## config.mk

```make
export PLATFORM = sky130hd
export DESIGN_NAME = bank_read_streamer_flat
export DESIGN_NICKNAME = d
export VERILOG_FILES = /design/src/rtl/bank_read_streamer_if.sv /design/src/rtl/bank_read_streamer.sv /design/src/flat_wrapper.sv
export SDC_FILE = /design/constraint.sdc
export NUM_CORES = 1
export LEC_CHECK = 0
export CELL_PAD_IN_SITES_DETAIL_PLACEMENT = 2
export CELL_PAD_IN_SITES_GLOBAL_PLACEMENT = 2
export CORE_MARGIN = 1
export CORE_UTILIZATION = 34
export CTS_BUF_LIST = sky130_fd_sc_hd__clkbuf_16
export CTS_CLUSTER_DIAMETER = 150
export DETAILED_ROUTE_END_ITERATION = 10
export PLACE_DENSITY = 0.9
export SYNTH_ARGS = -nofsm -noshare
export SYNTH_HDL_FRONTEND = slang
export SYNTH_SLANG_ARGS = --single-unit
```

## constraint.sdc

```tcl
create_clock -name vsi_clk -period 9.2 [get_ports vsi_clk]
set_clock_uncertainty 0.2 [all_clocks]
set_input_delay 1.84 -clock vsi_clk [delete_from_list [all_inputs] [get_ports vsi_clk]]
set_output_delay 1.84 -clock vsi_clk [all_outputs]
set_load 0.01 [all_outputs]
```

## src/rtl/bank_read_streamer_if.sv

```systemverilog
// Burst request, bank read port and output stream of bank_read_streamer.
// Optional stall_cnt member exists only when BANK_RD_STALL_CNT_EN is defined.
interface bank_read_streamer_if #(
   parameter int DATA_W = 128,
   parameter int ADDR_W = 7,
   parameter int LEN_W  = 8
);
   logic              req_valid;
   logic              req_ready;
   logic [ADDR_W-1:0] req_addr;
   logic [LEN_W-1:0]  req_len;
   logic              bank_cs;
   logic [ADDR_W-1:0] bank_addr;
   logic [DATA_W-1:0] bank_rdata;
   logic              out_valid;
   logic              out_ready;
   logic [DATA_W-1:0] out_data;
   logic              out_last;
   logic              busy;
   logic              done;
`ifdef BANK_RD_STALL_CNT_EN
   logic [15:0]       stall_cnt;

   // master: the streamer itself; slave: requester, bank and sink around it
   modport master (
      input  req_valid, req_addr, req_len, bank_rdata, out_ready,
      output req_ready, bank_cs, bank_addr, out_valid, out_data, out_last, busy, done, stall_cnt
   );
   modport slave (
      output req_valid, req_addr, req_len, bank_rdata, out_ready,
      input  req_ready, bank_cs, bank_addr, out_valid, out_data, out_last, busy, done, stall_cnt
   );
`else
   modport master (
      input  req_valid, req_addr, req_len, bank_rdata, out_ready,
      output req_ready, bank_cs, bank_addr, out_valid, out_data, out_last, busy, done
   );
   modport slave (
      output req_valid, req_addr, req_len, bank_rdata, out_ready,
      input  req_ready, bank_cs, bank_addr, out_valid, out_data, out_last, busy, done
   );
`endif
endinterface

```

## src/rtl/bank_read_streamer.sv

```systemverilog
// Burst reader for the SRAM bank: one read per cycle, 2-entry skid FIFO onto a valid/ready stream.
// Define BANK_RD_STALL_CNT_EN to add the saturating stall_cnt output.
module bank_read_streamer #(
   parameter int DATA_W = 128,
   parameter int ADDR_W = 7,
   parameter int LEN_W  = 8
) (
   input logic                  vsi_clk,
   input logic                  vsi_reset_n,
   bank_read_streamer_if.master bus
);
   localparam logic [LEN_W-1:0] MAX_LEN = LEN_W'(2**ADDR_W);

   typedef enum logic [1:0] {IDLE, ISSUE, DRAIN} state_t;
   state_t state, stateNext;

   logic [ADDR_W-1:0] curAddr, bankAddr;
   logic [LEN_W-1:0]  remaining, lenClamped;
   // [0]: read presented to the bank this cycle, [1]: its data is on bank_rdata
   logic [1:0]        vldPipe, lastPipe;
   logic [DATA_W-1:0] fifoData [2];
   logic [1:0]        fifoLast;
   logic              wrPtr, rdPtr;
   logic [1:0]        fifoCount, fifoNext;
   logic              doneR;
   logic              accept, issue, reqReady, headValid, outValid, outLast, xfer, push, pop;

   assign lenClamped = (bus.req_len > MAX_LEN) ? MAX_LEN : bus.req_len;
   assign accept     = bus.req_valid && reqReady;

   // Head of the FIFO, or the returning bank word passed straight through when the FIFO is empty
   assign headValid = (fifoCount != 2'd0);
   assign outValid  = headValid || vldPipe[1];
   assign outLast   = headValid ? fifoLast[rdPtr] : (vldPipe[1] && lastPipe[1]);
   assign xfer      = outValid && bus.out_ready;
   assign pop       = headValid && bus.out_ready;
   assign push      = vldPipe[1] && !(!headValid && bus.out_ready);
   assign fifoNext  = fifoCount + 2'(push) - 2'(pop);

   always_ff @(posedge vsi_clk or negedge vsi_reset_n) begin
      if (!vsi_reset_n) state <= IDLE;
      else              state <= stateNext;
   end

   always_comb begin
      stateNext = state;
      unique case (state)
         IDLE:    if (accept && lenClamped != '0) stateNext = ISSUE;
         ISSUE:   if (issue && remaining == LEN_W'(1)) stateNext = DRAIN;
         DRAIN:   if (xfer && outLast) stateNext = IDLE;
         default: stateNext = IDLE;
      endcase
   end

   // A new read needs a slot two cycles out: count what the FIFO holds after this cycle
   // plus the read already on the bank.
   always_comb begin
      reqReady = (state == IDLE);
      issue    = (state == ISSUE) && ((fifoNext + 2'(vldPipe[0])) < 2'd2);
   end

   always_ff @(posedge vsi_clk or negedge vsi_reset_n) begin
      if (!vsi_reset_n) begin
         curAddr   <= '0;
         bankAddr  <= '0;
         remaining <= '0;
         vldPipe   <= '0;
         lastPipe  <= '0;
         fifoLast  <= '0;
         wrPtr     <= 1'b0;
         rdPtr     <= 1'b0;
         fifoCount <= '0;
         doneR     <= 1'b0;
      end else begin
         vldPipe  <= {vldPipe[0], issue};
         lastPipe <= {lastPipe[0], issue && remaining == LEN_W'(1)};
         if (issue) bankAddr <= curAddr;
         if (accept && lenClamped != '0) begin
            curAddr   <= bus.req_addr;
            remaining <= lenClamped;
         end else if (issue) begin
            curAddr   <= curAddr + ADDR_W'(1);
            remaining <= remaining - LEN_W'(1);
         end
         if (push) begin
            fifoLast[wrPtr] <= lastPipe[1];
            wrPtr           <= ~wrPtr;
         end
         if (pop) rdPtr <= ~rdPtr;
         fifoCount <= fifoNext;
         doneR     <= xfer && outLast;
      end
   end

   always_ff @(posedge vsi_clk) begin
      if (push) fifoData[wrPtr] <= bus.bank_rdata;
   end

   assign bus.req_ready = reqReady;
   assign bus.busy      = !reqReady;
   assign bus.bank_cs   = vldPipe[0];
   assign bus.bank_addr = bankAddr;
   assign bus.out_valid = outValid;
   assign bus.out_last  = outLast;
   assign bus.out_data  = headValid ? fifoData[rdPtr] : (vldPipe[1] ? bus.bank_rdata : '0);
   assign bus.done      = doneR;

`ifdef BANK_RD_STALL_CNT_EN
   logic [15:0] stallCnt;
   always_ff @(posedge vsi_clk or negedge vsi_reset_n) begin
      if (!vsi_reset_n)                                          stallCnt <= '0;
      else if (accept)                                           stallCnt <= '0;
      else if (outValid && !bus.out_ready && stallCnt != 16'hFFFF) stallCnt <= stallCnt + 16'd1;
   end
   assign bus.stall_cnt = stallCnt;
`endif
endmodule

```

## src/flat_wrapper.sv

```systemverilog
// flat-port wrapper written by rule: the top's interface ports become plain ports
module bank_read_streamer_flat 
#(
   parameter int DATA_W = 128,
   parameter int ADDR_W = 7,
   parameter int LEN_W  = 8
)
  (vsi_clk, vsi_reset_n, bus_req_valid, bus_req_addr, bus_req_len, bus_bank_rdata, bus_out_ready, bus_req_ready, bus_bank_cs, bus_bank_addr, bus_out_valid, bus_out_data, bus_out_last, bus_busy, bus_done);
  bank_read_streamer_if #(.DATA_W(DATA_W), .ADDR_W(ADDR_W), .LEN_W(LEN_W)) bus_i ();
  input logic vsi_clk;
  input logic vsi_reset_n;
  input wire logic [$bits(bus_i.req_valid)-1:0] bus_req_valid;
  input wire logic [$bits(bus_i.req_addr)-1:0] bus_req_addr;
  input wire logic [$bits(bus_i.req_len)-1:0] bus_req_len;
  input wire logic [$bits(bus_i.bank_rdata)-1:0] bus_bank_rdata;
  input wire logic [$bits(bus_i.out_ready)-1:0] bus_out_ready;
  output wire logic [$bits(bus_i.req_ready)-1:0] bus_req_ready;
  output wire logic [$bits(bus_i.bank_cs)-1:0] bus_bank_cs;
  output wire logic [$bits(bus_i.bank_addr)-1:0] bus_bank_addr;
  output wire logic [$bits(bus_i.out_valid)-1:0] bus_out_valid;
  output wire logic [$bits(bus_i.out_data)-1:0] bus_out_data;
  output wire logic [$bits(bus_i.out_last)-1:0] bus_out_last;
  output wire logic [$bits(bus_i.busy)-1:0] bus_busy;
  output wire logic [$bits(bus_i.done)-1:0] bus_done;
  assign bus_i.req_valid = bus_req_valid;
  assign bus_i.req_addr = bus_req_addr;
  assign bus_i.req_len = bus_req_len;
  assign bus_i.bank_rdata = bus_bank_rdata;
  assign bus_i.out_ready = bus_out_ready;
  assign bus_req_ready = bus_i.req_ready;
  assign bus_bank_cs = bus_i.bank_cs;
  assign bus_bank_addr = bus_i.bank_addr;
  assign bus_out_valid = bus_i.out_valid;
  assign bus_out_data = bus_i.out_data;
  assign bus_out_last = bus_i.out_last;
  assign bus_busy = bus_i.busy;
  assign bus_done = bus_i.done;
  bank_read_streamer #(.DATA_W(DATA_W), .ADDR_W(ADDR_W), .LEN_W(LEN_W)) u_core (.vsi_clk(vsi_clk), .vsi_reset_n(vsi_reset_n), .bus(bus_i));
endmodule
```

==> results of run 1 <==
## cell usage in the layout, fill, tap and decap left out, types with 5 or more instances in the layout
master | synthesis | routed
buf_4 | 0 | 9
clkbuf_16 | 0 | 37
clkdlybuf4s50_1 | 0 | 287
clkinv_1 | 0 | 6
clkinv_2 | 0 | 11
dfrtp_1 | 35 | 33
diode_2 | 0 | 6
edfxtp_1 | 256 | 256
ha_1 | 5 | 5
inv_1 | 8 | 14
mux2_2 | 9 | 9
mux2i_1 | 130 | 130
nand2_1 | 18 | 18
nand3_1 | 132 | 132
nor2_1 | 9 | 8
nor3_1 | 6 | 6
o211ai_1 | 12 | 12
o21ai_0 | 129 | 129
## sequential cells by signal, summed over array words and instances, names as in the netlist
register,cells
u_core.fifoData,256
u_core.remaining,8
u_core.bus.bank_addr,7
u_core.curAddr,7
u_core.fifoCount,2
u_core.fifoLast,2
u_core.lastPipe,2
u_core.state,2
u_core.vldPipe,2
u_core.bus.done,1
u_core.rdPtr,1
u_core.wrPtr,1
## Yosys cell counts, drive strengths merged, types with 2 or more instances
master,number,share of area
nand2,18,0.0055
a21boi,2,0.0012
buf,12,0.0045
mux2,9,0.0082
nor2b,5,0.0025
nand3,132,0.054
nand4,2,0.0010
nor3b,2,0.0012
o21a,3,0.0018
nor3,6,0.0024
o211ai,12,0.0073
or3,3,0.0015
a221o,4,0.0033
and2,5,0.0025
xor2,3,0.0037
nand2b,4,0.0020
mux2i,130,0.11
nor2,10,0.0037
edfxtp,256,0.62
dfrtp,35,0.071
inv,8,0.0024
clkbuf,51,0.016
a21oi,4,0.0019
o21ai,130,0.053
ha,5,0.0051
a31oi,2,0.0010
or4,4,0.0024
## worst reg2reg max path, stage by stage, from the launching register on
cell      delay [ps]
dfrtp_4          970
a21boi_0         650
ha_1             280
xnor3_2          340
xnor2_1          900
a21oi_2          280
a221o_1          420
## where the power goes
group | internal, mW | switching, mW
Sequential | 1.94 | 0.249
Combinational | 1.30 | 1.60
Clock | 0.781 | 0.535
## layout make-up
cell class,instances,area share
Inverter,8,0.00180
Timing Repair Buffer,296,0.176
Sequential cell,291,0.513
Antenna cell,6,0.000898
Multi-Input combinational cell,510,0.209
Clock buffer,37,0.0554
Tap cell,461,0.0345
Clock inverter,26,0.0100
## layer usage
| metal | part of all wire | GRT usage |
|---|---|---|
| met5 | 0 | 0 |
| met4 | 0.034 | 0.0742 |
| met3 | 0.054 | 0.0446 |
| met2 | 0.52 | 0.354 |
| met1 | 0.39 | 0.228 |
## final timing paths
check,to,cells past startpoint
max in group asynchronous,u_core.rdPtr,2
min reg2reg,u_core.lastPipe[1],0
min in group asynchronous,u_core.state[0],2
min,u_core.lastPipe[1],0
max reg2reg,u_core.remaining[1],6
max,bus_out_data[13],4
## cell families after synthesis
| logic type | count (synthesis) |
|---|---|
| AOI/OAI and AO/OA | 167 |
| muxes | 139 |
| xor gates and xnor gates | 5 |
| and+or+nand+nor | 194 |
| buffers and inverters | 71 |
| DFF | 291 |
| adders and majority gates | 5 |
==> flow_summary.toml, run 1 <==
[floorplanning]
num_rows = 69
die_x_um = 192
io_pins = 288
core_um2 = 35600
die_h_um = 192
initial_core_util = 0.346
die_area_um2 = 37000

[logic_synthesis]
synth_ff_type = "edfxtp_1"
muxShareOfSynthArea = 0.114
synth_top_family_by_area = "multiplexers"
yosys.area_share.simple = 0.0805
synth_nets = 1024
postSynthCellCount = 872
synth_area_per_cell_um2 = 14.1
async_reset_ff_frac = 0.120
yosysWarnings = 0
ys_ff_latch = 291
synth-adder-area-share = 0.00508
yosysUniqueCellTypes = 47
syn-cell-area_um2 = 12300
yosysSeqAreaShare = 0.696
synth-xor-area-share = 0.00630
synth-edff-count = 256
synth_compound_area_frac = 0.0762

[detailed_routing]
final_antenna_net_count = 0
route.detailed.drc = 0
vias = 8615
first_pass_iters = 4
first_iter_violations = 468
wl_per_cell_um = 23.0
drt_wl_total_um = 37600
vias_per_cell = 5.27

[worst_setup_path]
critical_path.top_delay_family = "buffers and inverters"
rrSetupSlack_ps = 5050
max_stage_delay_ps = 980
start_kind = "flop"
crit_type = "flop to primary output"
cpMaxStageDelayCell = "buf_4"
arrival_ps = 3670
r2r-start = "u_core.vldPipe[1]"
crit_buf_inv = 2
worstPathCellList = "nor2_4 -> buf_4 -> o21ai_0 -> clkdlybuf4s50_1"
startpoint = "u_core.fifoCount[0]"
cp-end-kind = "primary output"
path_max_fanout = 123
required_ps = 7160

[finish]
fillCellCount = 3462
final_layout_size_suffix_gt1_frac = 0.0668
layout.nets = 1294
fin_cells = 1635
fin_util = 0.470
seqCellArea_um2 = 8570
area_growth_pct = 35.8
multi_input_area_um2 = 3490
final_cell_area_um2 = 16700

[sta]
max_freq_mhz = 175
slew_headroom = 0.205
rsz0062_at_grt = "no"
finalHoldViolCount = 0
holdWs_ps = 157
period_share = 0.621
layout_setup_ws_ps = 3490
setup_viol = 0
layout_min_cycle_time_ps = 5710
slew_violations = 0
setup_tns_ps = 0
worst_pin_slew_ps = 1190

[clock_network]
cts_max_level = 2
cts_setup_buffers = 0
clkTransAtPathRegs_ps = 60
cts.sinks = 291
ctsHoldBuffers = 0
ctsResizeCount = 0
clk_latency_ps = 500
root_buffer = "clkbuf_16"
cts_tree = "done"
numCtsBuffers = 35
clock_path_buffers = 3

[run_status]
status = "complete, no violations"

[place]
hpwl_um = 23900
dp_cells = 1566
place_ws_ps = 3770
place_area_um2 = 15600
gp_congestion = 0.748
io_buffers = 287

[run]
drv_cap = 0

[hold_path]
hp-start = "u_core.lastPipe[0]"
hold_class = "flop to flop"

[grt]
track_usage = 0.198
grt_pass1_vias = 9445
grt-ovfl-total = 0
antenna_found_initial = 4
grt_first_pass_wirelength_um = 55800
grt_max_degree = 124

[pwr]
leakagePower_nw = 5.90
p_per_area_nw_per_um2 = 384
ir_worst_vdd_mv = 0.222
power.total_mw = 6.41
No activity file was read; power rests on OpenSTA's default activity.
==> inputs of run 2 (changes only) <==
--- a/config.mk
+++ b/config.mk
@@ -8,11 +8,11 @@
 export CELL_PAD_IN_SITES_DETAIL_PLACEMENT = 2
 export CELL_PAD_IN_SITES_GLOBAL_PLACEMENT = 2
 export CORE_MARGIN = 1
-export CORE_UTILIZATION = 34
+export CORE_UTILIZATION = 31
 export CTS_BUF_LIST = sky130_fd_sc_hd__clkbuf_16
 export CTS_CLUSTER_DIAMETER = 150
 export DETAILED_ROUTE_END_ITERATION = 10
-export PLACE_DENSITY = 0.9
+export PLACE_DENSITY = 0.87
 export SYNTH_ARGS = -nofsm -noshare
 export SYNTH_HDL_FRONTEND = slang
 export SYNTH_SLANG_ARGS = --single-unit
==> constraint.sdc (replaced) <==
create_clock -name vsi_clk -period 4.95 [get_ports vsi_clk]
set_clock_uncertainty 0.2 [all_clocks]
set_input_delay 0.99 -clock vsi_clk [delete_from_list [all_inputs] [get_ports vsi_clk]]
set_output_delay 0.99 -clock vsi_clk [all_outputs]
set_load 0.01 [all_outputs]
==> run 2 against run 1 <==
Combinational power rose by 94%. Sequential power grew 79%. Utilization shrank 3.7 points. Cell count up 3.4%. Largest cell class unchanged. Highest routed layer unchanged.
==> flow_summary.toml, run 2 (synthesis gave the netlist of run 1 again) <==
[run_status]
status = "complete, no violations"

[detailed_routing]
routed-wl-met2_um = 19500
first_iter_violations = 456
vias_per_cell = 5.06
met1Wirelength_um = 15200
vias = 8560
wl_met3_um = 1420
route.detailed.drc = 0
final_antenna_net_count = 0
wl_per_cell_um = 22.0
first_pass_iters = 6
maxUsedRoutingLayer = "met4"
drt_wl_total_um = 37200

[clock_network]
cts_setup_buffers = 0
cts_max_level = 2
cts.sinks = 291
clk_latency_ps = 490
cts_tree = "done"
ctsResizeCount = 0
root_buffer = "clkbuf_16"
numCtsBuffers = 35
ctsHoldBuffers = 0
clock_path_buffers = 3
clkTransAtPathRegs_ps = 50

[finish]
largest_reg_flops = 256
layout.nets = 1301
final_cell_mix = "clkdlybuf4s50_1, edfxtp_1, nand3_1"
final_common_cell = "clkdlybuf4s50_1"
top_register = "u_core.fifoData"
area_growth_pct = 37.0
reg_top3 = "u_core.fifoData x256, u_core.remaining x8"
fin_util = 0.433
final_layout_size_suffix_gt1_frac = 0.0632

[sta]
layout_setup_ws_ps = 1130
max_freq_mhz = 262
setup_tns_ps = 0
slew_violations = 0
worst_pin_slew_ps = 836
setup_viol = 0
holdWs_ps = 149
period_share = 0.772
layout_min_cycle_time_ps = 3820
slew_headroom = 0.441
rsz0062_at_grt = "no"
finalHoldViolCount = 0

[worst_setup_path]
start_kind = "flop"
reg2reg_depth = 9
path_max_fanout = 114
arrival_ps = 2630
crit_type = "flop to primary output"
cp-end-kind = "primary output"
max_stage_delay_ps = 600
worstPathCellList = "nor2_4 -> buf_12 -> nand3_1 -> o21ai_0 -> clkdlybuf4s50_1"
required_ps = 3760
cpMaxStageDelayCell = "clkdlybuf4s50_1"

[pwr]
leakagePower_nw = 5.94
p_per_area_nw_per_um2 = 703
power.total_mw = 11.9
ir_worst_vdd_mv = 0.431

[grt]
grt_pass1_vias = 9529
grt_max_degree = 115
grt-ovfl-total = 0
track_usage = 0.181
antenna_found_initial = 3
grt_first_pass_wirelength_um = 57300

[floorplanning]
die_x_um = 201
num_rows = 72
die_h_um = 201
core_um2 = 38900
io_pins = 288
initial_core_util = 0.316
die_area_um2 = 40500

[place]
gp_congestion = 0.756
hpwl_um = 24800
io_buffers = 287
place_ws_ps = 928

[hold_path]
hold_class = "flop to flop"
holdPathStages = 0

[run]
drv_cap = 0
run 2: path summary, 6_finish.rpt:
| kind | to | slack, ps | from |
|---|---|---|---|
| max | bus_out_data[43] | 1130 | u_core.fifoCount[0] |
| min reg2reg | u_core.lastPipe[1] | 150 | u_core.lastPipe[0] |
| min | u_core.lastPipe[1] | 150 | u_core.lastPipe[0] |
| min in group asynchronous | u_core.bus.bank_addr[0] | 740 | vsi_reset_n |
| max reg2reg | u_core.bus.bank_addr[1] | 1820 | u_core.fifoCount[0] |
| max in group asynchronous | u_core.rdPtr | 3450 | vsi_reset_n |
run 2: routing by layer:
layer	vias to the layer above	track usage
met1	4366	0.217
met5	-	0
li1	3911	-
met4	0	0.0601
met2	220	0.327
met3	63	0.0300
run 2: layout make-up:
type	count	area [um2]
diodes	3	7.51
clock buffers	37	926
clock inverters	21	85.1
fillers	3833	22100
inverters	8	30.0
multi-input cells	510	3490
flip-flops and latches	291	8570
well taps	518	648
repair buffers	303	3110
run 2: worst max-delay path, delay by kind of cell, from the launching register on:
kind | cells | cell delay (ps)
flip-flops | 1 | 420
AO/OA/AOI/OAI | 1 | 170
buffers and inverters | 2 | 970
AND/OR/NAND/NOR | 2 | 470
run 2: metrics by stage:
step                      instances  area, um2
after floorplan                 872      12300
after global placement         1630      15800
after detailed placement       1630      15800
after CTS                      1688      16900
after global routing           1691      16900
final                          1691      16900
run 2: report_power, final:
group	switching [mW]	internal, mW
Combinational	3.08	2.56
Sequential	0.335	3.60
Clock	0.952	1.33
Total	4.36	7.49
